$ cat config.mk
export PLATFORM = sky130hd
export DESIGN_NAME = trng_bit_collector
export DESIGN_NICKNAME = d
export VERILOG_FILES = /design/src/rtl/trng_bit_collector.sv
export SDC_FILE = /design/constraint.sdc
export NUM_CORES = 1
export LEC_CHECK = 0
export CAP_MARGIN = 20
export CELL_PAD_IN_SITES_DETAIL_PLACEMENT = 1
export CELL_PAD_IN_SITES_GLOBAL_PLACEMENT = 1
export CORE_UTILIZATION = 47
export CTS_CLUSTER_SIZE = 40
export DETAILED_ROUTE_END_ITERATION = 12
export PLACE_DENSITY_LB_ADDON = 0.25
export SYNTH_ARGS = -nofsm -noshare
export SYNTH_HDL_FRONTEND = slang
export SYNTH_SLANG_ARGS = --single-unit
$ cat constraint.sdc
create_clock -name clk -period 4.8 [get_ports clk]
set_clock_uncertainty 0.05 [all_clocks]
set_input_delay 0.48 -clock clk [delete_from_list [all_inputs] [get_ports clk]]
set_output_delay 0.48 -clock clk [all_outputs]
set_load 0.1 [all_outputs]
$ cat src/rtl/trng_bit_collector.sv
// TRNG bit collector: periodic sampling of a synchronised ring-oscillator bit,
// optional von Neumann debiasing, repetition-count health test, word output.
module trng_bit_collector #(
  parameter int unsigned DATA_W    = 32,
  parameter int unsigned REP_LIMIT = 16
) (
  input  logic              clk,
  input  logic              rst_n,
  input  logic              enable,
  input  logic              rnd_bit,
  input  logic [15:0]       sample_cnt,
  input  logic              vn_bypass,
  output logic [DATA_W-1:0] data_out,
  output logic              data_valid,
  input  logic              data_ready,
  output logic              rep_err
);

  localparam int unsigned BW = $clog2(DATA_W + 1);

  typedef enum logic {VN_IDLE, VN_HALF} vn_state_t;

  vn_state_t         vn_q, vn_d;
  logic [15:0]       samp_q;
  logic [15:0]       period_m1;
  logic              strobe;
  logic [7:0]        rep_q, rep_next;
  logic              last_q;
  logic              rep_hit;
  logic              flush;
  logic              stored_q;
  logic              emit;
  logic              emit_bit;
  logic [DATA_W-1:0] shreg;
  logic [BW-1:0]     bitcnt;
  logic              full;
  logic              transfer;
  logic              accept;

  // >= rather than == so a shortened period strobes at once and wraps
  assign period_m1 = (sample_cnt == 16'd0) ? 16'd0 : sample_cnt - 16'd1;
  assign strobe    = enable && (samp_q >= period_m1);

  always_ff @(posedge clk or negedge rst_n) begin
    if (!rst_n)       samp_q <= '0;
    else if (!enable) samp_q <= '0;
    else if (strobe)  samp_q <= '0;
    else              samp_q <= samp_q + 16'd1;
  end

  always_comb begin
    rep_next = rep_q;
    if (rep_q == 8'd0 || rnd_bit != last_q) rep_next = 8'd1;
    else if (rep_q != 8'(REP_LIMIT))        rep_next = rep_q + 8'd1;
  end

  assign rep_hit = strobe && !rep_err && (rep_next == 8'(REP_LIMIT));
  assign flush   = rep_hit || rep_err;

  always_ff @(posedge clk or negedge rst_n) begin
    if (!rst_n) begin
      rep_q   <= '0;
      last_q  <= 1'b0;
      rep_err <= 1'b0;
    end else if (!enable) begin
      rep_q   <= '0;
      last_q  <= 1'b0;
      rep_err <= 1'b0;
    end else begin
      if (strobe) begin
        rep_q  <= rep_next;
        last_q <= rnd_bit;
      end
      if (rep_hit) rep_err <= 1'b1;
    end
  end

  always_comb begin
    vn_d     = vn_q;
    emit     = 1'b0;
    emit_bit = rnd_bit;
    if (strobe && !flush) begin
      if (vn_bypass) begin
        emit = 1'b1;
      end else begin
        case (vn_q)
          VN_IDLE: vn_d = VN_HALF;
          VN_HALF: begin
            vn_d = VN_IDLE;
            if (rnd_bit != stored_q) begin
              emit     = 1'b1;
              emit_bit = stored_q;
            end
          end
          default: vn_d = VN_IDLE;
        endcase
      end
    end
    if (flush) vn_d = VN_IDLE;
  end

  always_ff @(posedge clk or negedge rst_n) begin
    if (!rst_n) begin
      vn_q     <= VN_IDLE;
      stored_q <= 1'b0;
    end else if (!enable) begin
      vn_q     <= VN_IDLE;
      stored_q <= 1'b0;
    end else begin
      vn_q <= vn_d;
      if (strobe && !flush && !vn_bypass && vn_q == VN_IDLE) stored_q <= rnd_bit;
    end
  end

  // A bit arriving on the transfer edge starts the next word instead of being lost
  assign full     = (bitcnt == BW'(DATA_W));
  assign transfer = enable && !flush && full && (!data_valid || data_ready);
  assign accept   = emit && (!full || transfer);

  always_ff @(posedge clk or negedge rst_n) begin
    if (!rst_n) begin
      shreg      <= '0;
      bitcnt     <= '0;
      data_out   <= '0;
      data_valid <= 1'b0;
    end else begin
      if (!enable || flush) begin
        shreg  <= '0;
        bitcnt <= '0;
      end else begin
        if (accept) shreg <= {shreg[DATA_W-2:0], emit_bit};
        if (transfer)    bitcnt <= accept ? BW'(1) : '0;
        else if (accept) bitcnt <= bitcnt + BW'(1);
      end
      if (transfer) begin
        data_out   <= shreg;
        data_valid <= 1'b1;
      end else if (data_valid && data_ready) begin
        data_valid <= 1'b0;
      end
    end
  end

endmodule

* Yosys cells after proc, flatten, opt, wreduce, memory -nomap -nowiden
Cells that the tools add are included.
Widths: inputs -> output; s select.
** Storage, ports and cells
- Register bits :: 99
- Output and inout bits :: 34
** Cells by class
- Add/subtract/negate cells :: 4
- Reduce and logical (&&, ||, !) cells :: 28
- Bitwise logic cells :: 1
- Muxes and demuxes :: 34
- Eq/ne operators :: 10
- Order comparisons :: 1
** Operator list (number)
- $mux 32 :: 2
- $mux 16 :: 3
- $mux 8 :: 4
- $mux 1 :: 21
- $mux 6 :: 3
- $add 16x1->16 const B :: 1
- $ge 16x16->1 :: 1
- $logic_not 16->1 :: 1
- $sub 16x1->16 const B :: 1
- $logic_and 1x1->1 :: 11
- $add 8x1->8 const B :: 1
- $eq 8x5->1 const B :: 1
- $logic_not 8->1 :: 1
- $ne 8x5->1 const B :: 1
- $add 6x1->6 const B :: 1
- $eq 6x6->1 const B :: 1
- $logic_not 1->1 :: 6
- $ne 2x1->1 const B :: 3
- $logic_or 1x1->1 :: 5
- $reduce_bool 2->1 :: 2
- $ne 3x1->1 const B :: 1
- $ne 3x2->1 const B :: 1
- $reduce_bool 3->1 :: 1
- $ne 1x1->1 :: 2
- other kinds (3) :: 3

* Depth between registers and ports, before layout
Gate-level depths: netlist of the first run.
- Depth in word-level cells :: 16
- Depth in mapped cells :: 17
- Gate-level depth less buffers :: 14

* Worst setup path before layout of the first run
OpenSTA, ideal clock, no wires.
- Kind :: in2reg
- Start :: input port sample_cnt[7]
- End :: register data_out[0]
- Setup time :: 0.126 ns
- Data required time :: 4.624 ns
- Data arrival time :: 4.486 ns
- Path slack :: 0.138 ns
- Stages :: 15
- Path buffers :: 2
- Path through :: or4_1 -> or3_1 -> or3_1 -> or4_1 -> a22oi_1 -> ha_1 -> a21oi_1 -> nand2_1 -> a221oi_1 -> and3_1 -> clkbuf_1 -> o21ai_4 -> nor2_2 -> buf_6 -> mux2_4
** On the way
- Longest elaborated chain between the ends :: 11
** Ends and longest elaborated chain
- start: declaration :: RTL line 11 : input logic [15:0] sample_cnt,
- $sub 16x1->16 / $logic_not 16->1 (equally long branches) :: RTL line 41 : assign period_m1 = (sample_cnt == 16'd0) ? 16'd0 : sample_cnt - 16'd1;
- $mux 16 (*) :: RTL line 41
- $ge 16x16->1 (*) :: RTL line 42 : assign strobe = enable && (samp_q >= period_m1);
- $logic_and 1x1->1 (*) :: RTL line 42
- $logic_and 1x1->1 (*) (2 in a row) :: RTL line 57 : assign rep_hit = strobe && !rep_err && (rep_next == 8'(REP_LIMIT));
- $logic_or 1x1->1 (*) :: RTL line 58 : assign flush = rep_hit || rep_err;
- $logic_not 1->1 (*) :: RTL line 117 : assign transfer = enable && !flush && full && (!data_valid || data_ready);
- $logic_and 1x1->1 (*) (3 in a row) :: RTL line 117
- end signal: assignment :: RTL line 136 : data_out <= shreg;
- end: declaration :: RTL line 13 : output logic [DATA_W-1:0] data_out,
Every way passes the cells marked *; elsewhere a longest branch is shown, timed or not.
A chain may end at the register's enable or synchronous reset.

* Final worst setup path of the first run
- Start :: input port sample_cnt[5]
- End :: register shreg[0]
** On the way
- Longest elaborated chain between the ends :: 14
** Ends and longest elaborated chain
- $sub 16x1->16 / $logic_not 16->1 (equally long branches) :: RTL line 41
- $mux 16 (*) :: RTL line 41
- $ge 16x16->1 (*) :: RTL line 42
- $logic_and 1x1->1 (*) :: RTL line 42
- $logic_and 1x1->1 (2 in a row) :: RTL line 57
- $logic_or 1x1->1 :: RTL line 58
- $logic_not 1->1 :: RTL line 82, 117
- $logic_and 1x1->1 (3 in a row) :: RTL line 117
- $logic_or 1x1->1 :: RTL line 118 : assign accept = emit && (!full || transfer);
- $logic_and 1x1->1 :: RTL line 118
- $reduce_bool 2->1 (no line)
- end signal: assignment :: RTL line 131 : if (accept) shreg <= {shreg[DATA_W-2:0], emit_bit};
- end: declaration :: RTL line 34 : logic [DATA_W-1:0] shreg;
Every way passes the cells marked *; elsewhere a longest branch is shown, timed or not. The select of a mux whose other input is x is not followed.

==> flow_summary_export.csv, run 1 <==
group,metric,value,unit
route,routed_wirelength,12600,um
clock_network,cts_hold_repair.buffers,0,
cells_and_area,finalNetCount,634,
pwr,power.ir.vdd_worst,0.158,mV
timing,clock.fmax,216,MHz
global_route,grt_first_pass_wirelength,21500,um
outcome,run_status,"complete, no violations",
critical_path,cpLargestDelayFamily,"simple AND/OR/NAND/NOR gates",
critical_path,reg2reg_from,"rep_q[0]$_DFFE_PN0P_",
critical_path,setup.worst_path.class,"in -> reg",
critical_path,timing.critical_path.mode_cell,"or3_4",
critical_path,slowest_stage,"or4_4",
timing,time_the_worst_path_needs_with_i_o_delays_and_setup,4.64,ns
yosys,synth.yosys.seq_area_share,47.2,%
floorplanning,row_count,38,
cells_and_area,fin_cells,734,
floorplanning,fp.dieArea,11600,um2
clock_network,clock_tree.root_cell,"clkbuf_8",
clock_network,clock_sinks,99,
route,dr_total_vias,4079,
place,buffer_ports.inserted,55,
global_route,grt_pass1_vias,4331,
yosys,synth.avg_cell_area,10.1,um2
pwr,p_int,1.09,mW
job,max_cap_violation_count,0,
timing,hold_slack,0.0807,ns
clock_network,cts_max_path_buffers,2,
global_route,initial_antenna_violation_count,0,
route,post_drt_via_cell_ratio,5.56,
critical_path,critPathMaxStageDelay,0.53,ns
global_route,grt_start_max_net_pins,52,
yosys,total_of_flip_flops_plus_latches_after_synthesis,99,
clock_network,numCtsBuffers,9,
timing,tightest_slew,0.992,ns
timing,relative_slew_slack,33.7,%
place,dpl-instance-area,6100,um2
global_route,overflow,0,
place,dp.cells,717,
timing,drv_slew,0,
yosys,synth_area_leader_cell,"dfrtp_1",
pwr,power_per_cell_area,230,nW/um2
critical_path,worst_setup_path_end_kind,"flop",
timing,timing.final.crit_share,96.6,%
floorplanning,die_width,108,um
pwr,power_frac_clock,36.0,%
cells_and_area,most_common_cell_after_layout_fill_and_taps_aside,"dfrtp_1",
place,place_worst_setup_slack,-0.454,ns
route,detail_route.drc_violations,0,
route,drt_iter0_markers,130,
critical_path,worst_ep_arrival_time,4.83,ns
cells_and_area,insertedDiodeCount,0,
critical_path,timing.critical_path.fanout_max,12,
clock_network,cts_tree,"yes",
yosys,number_of_synthesized_flops_with_an_enable_pin,0,
place,dp_hpwl,9070,um
yosys,synth_flop_cell,"dfrtp_1",
clock_network,clk_latency,0.36,ns
cells_and_area,finish.utilization,58.6,%
yosys,postSynthCellCount,521,
critical_path,reg2reg_slack,1.81,ns
clock_network,clock_pin_slew_worst_setup_and_hold_paths,0.10,ns
cells_and_area,area_delta_synth_final,21.0,%
floorplanning,core,10800,um2
pwr,combinationalPowerShare,6.7,%
timing,timing_hold_violations_final,0,
pwr,p_switching,372,uW
yosys,yosys-top-cells-area,"dfrtp_1 47%, mux2_4 8.6%, nand2_1 6.5%, ha_1 5.5%, xor2_1 4.3%",
floorplanning,design.portCount,56,
yosys,postSynthNetCount,566,
critical_path,crit_path_cell_trace,"clkdlybuf4s50_1 > or4_4 > or3_4 > or3_4 > or4_1 > a22oi_2 > ha_1 > nand4_1 > nor3_2 > or4b_4 > and3_4 > buf_4 > nor4b_2 > mux2i_1 > o21ai_1",
floorplanning,die_height,108,um
yosys,synth_warnings,0,
timing,final-setup-viol-count,0,
yosys,synth_top_area_share,47.2,%
floorplanning,initial_utilization,48.5,%
cells_and_area,drive_gt1_share,15.2,%
critical_path,critical_path.n_buffers_inverters,2,
critical_path,worstRegToRegCells,10,
cells_and_area,layout_common_cells,"99 x dfrtp_1, 91 x nand2_1, 54 x clkdlybuf4s50_1",
global_route,globalRouteTotalUtil,23.4,%
clock_network,h-tree-depth,3,
yosys,async_reset_ff_share,100,%
route,wl_per_cell,17.1,um
yosys,ys_types,46,
timing,setup-tns-final,0,ns
critical_path,setup.worst_path.start_class,"input pin",
yosys,netlist_area,5250,um2
critical_path,worstPathRequired,5.00,ns
place,globalplace.congestion,0.782,
pwr,p_total,1.46,mW
pwr,power.share.switching,25.4,%
min_path,min-delay-path-class,"in -> async",
route,drt_pre_antenna_iters,4,
cells_and_area,layout.cell_area.non_filler,6360,um2
critical_path,worstReg2RegEnd,"data_out[16]$_DFFE_PN0P_",
timing,worst_slack,0.163,ns
pwr,power.share.sequential,57.3,%
pwr,leakagePower,2.80,nW
route,antenna_left,0,
synth_stat cells (8+ instances only):
library cell	n
and3_1	8
nor2_1	36
nor3_1	13
nor2b_1	10
a21oi_1	42
dfrtp_1	99
nand4_1	11
mux2_4	30
xor2_1	26
o21ai_0	14
clkbuf_1	12
nand3_1	22
inv_1	8
nand2_1	91
xnor2_1	8
ha_1	23
timing repair:
| action | in CTS | in global routing |
|---|---|---|
| setup buffers | 0 | 1 |
| pin swaps | 0 | 2 |
| gates resized for setup | 2 | 11 |
| setup endpoints to repair | 3 | 69 |
| cloned | 0 | 0 |
registers in the layout, indices dropped and copies added (netlist names):
name        flops
rep_q           8
rep_err         1
shreg          32
last_q          1
stored_q        1
data_valid      1
bitcnt          6
data_out       32
samp_q         16
vn_q            1
worst max path at each step:
| stage | start | to | slack, ns | cells after the start |
|---|---|---|---|---|
| floorplan | sample_cnt[7] | data_out[0]$_DFFE_PN0P_ | 0.14 | 15 |
| global placement | sample_cnt[7] | shreg[0]$_DFFE_PN0P_ | -0.32 | 15 |
| finish | sample_cnt[5] | shreg[0]$_DFFE_PN0P_ | 0.16 | 15 |
| global route | sample_cnt[5] | data_out[30]$_DFFE_PN0P_ | -0.02 | 18 |
| CTS | sample_cnt[5] | rep_q[6]$_DFFE_PN0P_ | 0.01 | 15 |
| detailed placement | sample_cnt[5] | shreg[0]$_DFFE_PN0P_ | -0.45 | 15 |
cell families after synthesis:
kind of cell    count (synthesis)  synth area share [%]
compound gates                 77                  8.58
xor+xnor                       34                  5.67
fa+ha+maj                      23                  5.48
buf+inv                        30                  2.98
flops                          99                  47.2
mux                            37                  9.96
simple gates                  221                  20.2
power groups by stage:
stage / clock network (mW) / logic (mW) / registers [mW]
after floorplan: 0 / 0.0374 / 0.854
after global placement: 0 / 0.0928 / 0.855
after detailed placement: 0 / 0.0970 / 0.855
after CTS: 0.543 / 0.0981 / 0.838
after global routing: 0.573 / 0.110 / 0.839
final: 0.527 / 0.0981 / 0.838
layout make-up:
cell class,count,area (um2)
clock buffers,10,138
inverters,8,30.0
multi-input cells,392,2680
clock inverters,6,56.3
fillers,1218,4480
well taps,140,175
repair buffers,79,803
flip-flops and latches,99,2480
per-layer routing:
metal | GRT usage (%) | vias to the layer above | wire length [um]
met5 | 0 | - | 0
met4 | 4.40 | 0 | 97
met3 | 4.30 | 9 | 260
met2 | 40.8 | 44 | 6530
met1 | 30.4 | 2096 | 5680
li1 | - | 1930 | -
Power figures use the tool's default switching activity.
==> run 2, diff against run 1 <==
--- a/config.mk
+++ b/config.mk
@@ -11,7 +11,9 @@
 export CORE_UTILIZATION = 47
 export CTS_CLUSTER_SIZE = 40
 export DETAILED_ROUTE_END_ITERATION = 12
+export MAX_ROUTING_LAYER = met4
 export PLACE_DENSITY_LB_ADDON = 0.25
+export RECOVER_POWER = 50
 export SYNTH_ARGS = -nofsm -noshare
 export SYNTH_HDL_FRONTEND = slang
 export SYNTH_SLANG_ARGS = --single-unit
==> flow_summary_export.csv, run 2 (synthesis gave the netlist of run 1 again) <==
group,metric,value,unit
timing,final-setup-viol-count,0,
cells_and_area,finalNetCount,634,
route,antenna_left,0,
place,dpl-instance-area,6100,um2
pwr,p_int,1.09,mW
pwr,power.share.sequential,57.3,%
clock_network,numCtsBuffers,9,
floorplanning,initial_utilization,48.5,%
pwr,p_switching,373,uW
clock_network,h-tree-depth,3,
pwr,leakagePower,2.85,nW
cells_and_area,most_common_cell_after_layout_fill_and_taps_aside,"dfrtp_1",
cells_and_area,area_delta_synth_final,21.0,%
pwr,power.ir.vdd_worst,0.158,mV
timing,timing.final.crit_share,96.6,%
clock_network,cts_tree,"yes",
critical_path,cp_startpoint,"sample_cnt[5]",
pwr,power_frac_clock,36.1,%
place,dp_hpwl,9070,um
route,routed_wirelength,12600,um
route,dr_total_vias,4098,
timing,setup-tns-final,0,ns
place,globalplace.congestion,0.793,
critical_path,worst_ep_arrival_time,4.83,ns
timing,timing_hold_violations_final,0,
route,post_drt_via_cell_ratio,5.58,
cells_and_area,drive_gt1_share,15.2,%
outcome,violations_in_the_final_reports,"capacitance limit, slew limit",
timing,drv_slew,50,
global_route,grt_first_pass_wirelength,21500,um
route,detail_route.drc_violations,0,
place,buffer_ports.inserted,55,
pwr,combinationalPowerShare,6.7,%
clock_network,cts_max_path_buffers,2,
floorplanning,die_width,108,um
pwr,p_total,1.46,mW
min_path,min-delay-path-class,"reg -> reg",
outcome,run_status,"finished, violations left",
timing,hold_slack,0.453,ns
cells_and_area,layout.cell_area.non_filler,6350,um2
critical_path,worstPathRequired,5.00,ns
cells_and_area,seqCellArea,2480,um2
timing,relative_slew_slack,-80.2,%
job,max_cap_violation_count,1,
cells_and_area,multi_input_comb_area,2680,um2
global_route,grt_pass1_vias,4337,
cells_and_area,finish.utilization,58.6,%
min_path,worst_hold_startpoint,"samp_q[0]$_DFF_PN0_",
global_route,grt_start_max_net_pins,52,
critical_path,reg2reg_from,"rep_q[0]$_DFFE_PN0P_",
critical_path,worst_setup_path_end_kind,"flop",
cells_and_area,layout_common_cells,"99 x dfrtp_1, 91 x nand2_1, 42 x a21oi_1",
clock_network,clock_tree.root_cell,"clkbuf_8",
floorplanning,design.portCount,56,
pwr,power.share.switching,25.5,%
pwr,power_per_cell_area,230,nW/um2
global_route,overflow,0,
global_route,globalRouteTotalUtil,24.1,%
cells_and_area,largest_registers,"data_out x32, shreg x32, samp_q x16",
route,wl_per_cell,17.2,um
global_route,initial_antenna_violation_count,0,
critical_path,setup.worst_path.start_class,"input pin",
critical_path,timing.critical_path.fanout_max,12,
timing,tightest_slew,2.70,ns
floorplanning,row_count,38,
floorplanning,core,10800,um2
floorplanning,fp.dieArea,11600,um2
route,drt_iter0_markers,132,
route,drt_pre_antenna_iters,4,
clock_network,clk_latency,0.36,ns
cells_and_area,nFillCells,1220,
clock_network,clock_pin_slew_worst_setup_and_hold_paths,0.09,ns
timing,time_the_worst_path_needs_with_i_o_delays_and_setup,4.64,ns
floorplanning,die_height,108,um
timing,clock.fmax,216,MHz
cells_and_area,insertedDiodeCount,0,
critical_path,setup.worst_path.class,"in -> reg",
clock_network,clock_sinks,99,
-- run 2: cell count changes in the layout (fill, tap and decap cells not counted) --
| cell | delta |
|---|---|
| a21boi_1 | -1 |
| a21boi_2 | +1 |
| buf_4 | -2 |
| clkbuf_1 | +1 |
| clkbuf_2 | +1 |
| clkdlybuf4s50_1 | -16 |
| dlygate4sd3_1 | +16 |
-- run 2: layout make-up --
class / count / area share, %
clock buffer: 10 / 2.17
clock inverter: 6 / 0.886
inverter: 8 / 0.473
multi-input combinational: 392 / 42.2
sequential: 99 / 39.0
tap: 140 / 2.76
timing repair buffer: 79 / 12.5
-- run 2: critical path, cell delays in order --
cell             delay [ns]
clkdlybuf4s50_1        0.44
or4_4                  0.53
or3_4                  0.34
or3_4                  0.37
or4_1                  0.49
a22oi_2                0.20
ha_1                   0.19
nand4_1                0.14
nor3_2                 0.20
or4b_4                 0.49
and3_4                 0.22
buf_4                  0.17
nor4b_2                0.28
mux2i_1                0.23
o21ai_1                0.08
-- run 2: path summary, 6_finish.rpt --
path,cells past startpoint,to,slack [ns]
setup / recovery,15,shreg[0]$_DFFE_PN0P_,0.16
hold / removal,1,samp_q[0]$_DFF_PN0_,0.45
setup reg to reg,10,data_out[16]$_DFFE_PN0P_,1.80
hold reg to reg,1,samp_q[0]$_DFF_PN0_,0.45
max in group asynchronous,2,shreg[29]$_DFFE_PN0P_,1.42
min in group asynchronous,1,samp_q[12]$_DFF_PN0_,0.91
-- run 2: what timing repair did --
| action | 4_1_cts | 5_1_grt |
|---|---|---|
| setup buffers | 0 | 1 |
| hold buffers | 0 | 0 |
| pin swaps | 0 | 2 |
| endpoints found under the hold margin | 0 | 0 |
| setup endpoints to repair | 3 | 69 |
| gates resized for setup | 2 | 12 |
-- run 2: routing by layer --
layer | up-vias | global-route usage (%) | routed length, um
met1 | 2106 | 30.8 | 5720
met4 | 0 | 4.40 | 97
met5 | - | - | 0
li1 | 1932 | - | -
met2 | 51 | 40.5 | 6500
met3 | 9 | 4.06 | 277
-- run 2: stage by stage --
step / worst slack, ns / std cells
after floorplan: 0.138 / 521
after global placement: -0.319 / 717
after detailed placement: -0.454 / 717
after CTS: 0.0109 / 733
after global routing: -0.0205 / 734
final: 0.163 / 734
-- run 2: power groups by stage --
stage,Sequential (mW),Combinational (mW),Clock (mW)
2_1_floorplan,0.854,0.0374,0
3_3_place_gp,0.855,0.0928,0
3_5_place_dp,0.855,0.0970,0
4_1_cts,0.838,0.0981,0.543
5_1_grt,0.839,0.109,0.573
6_report,0.838,0.0975,0.528
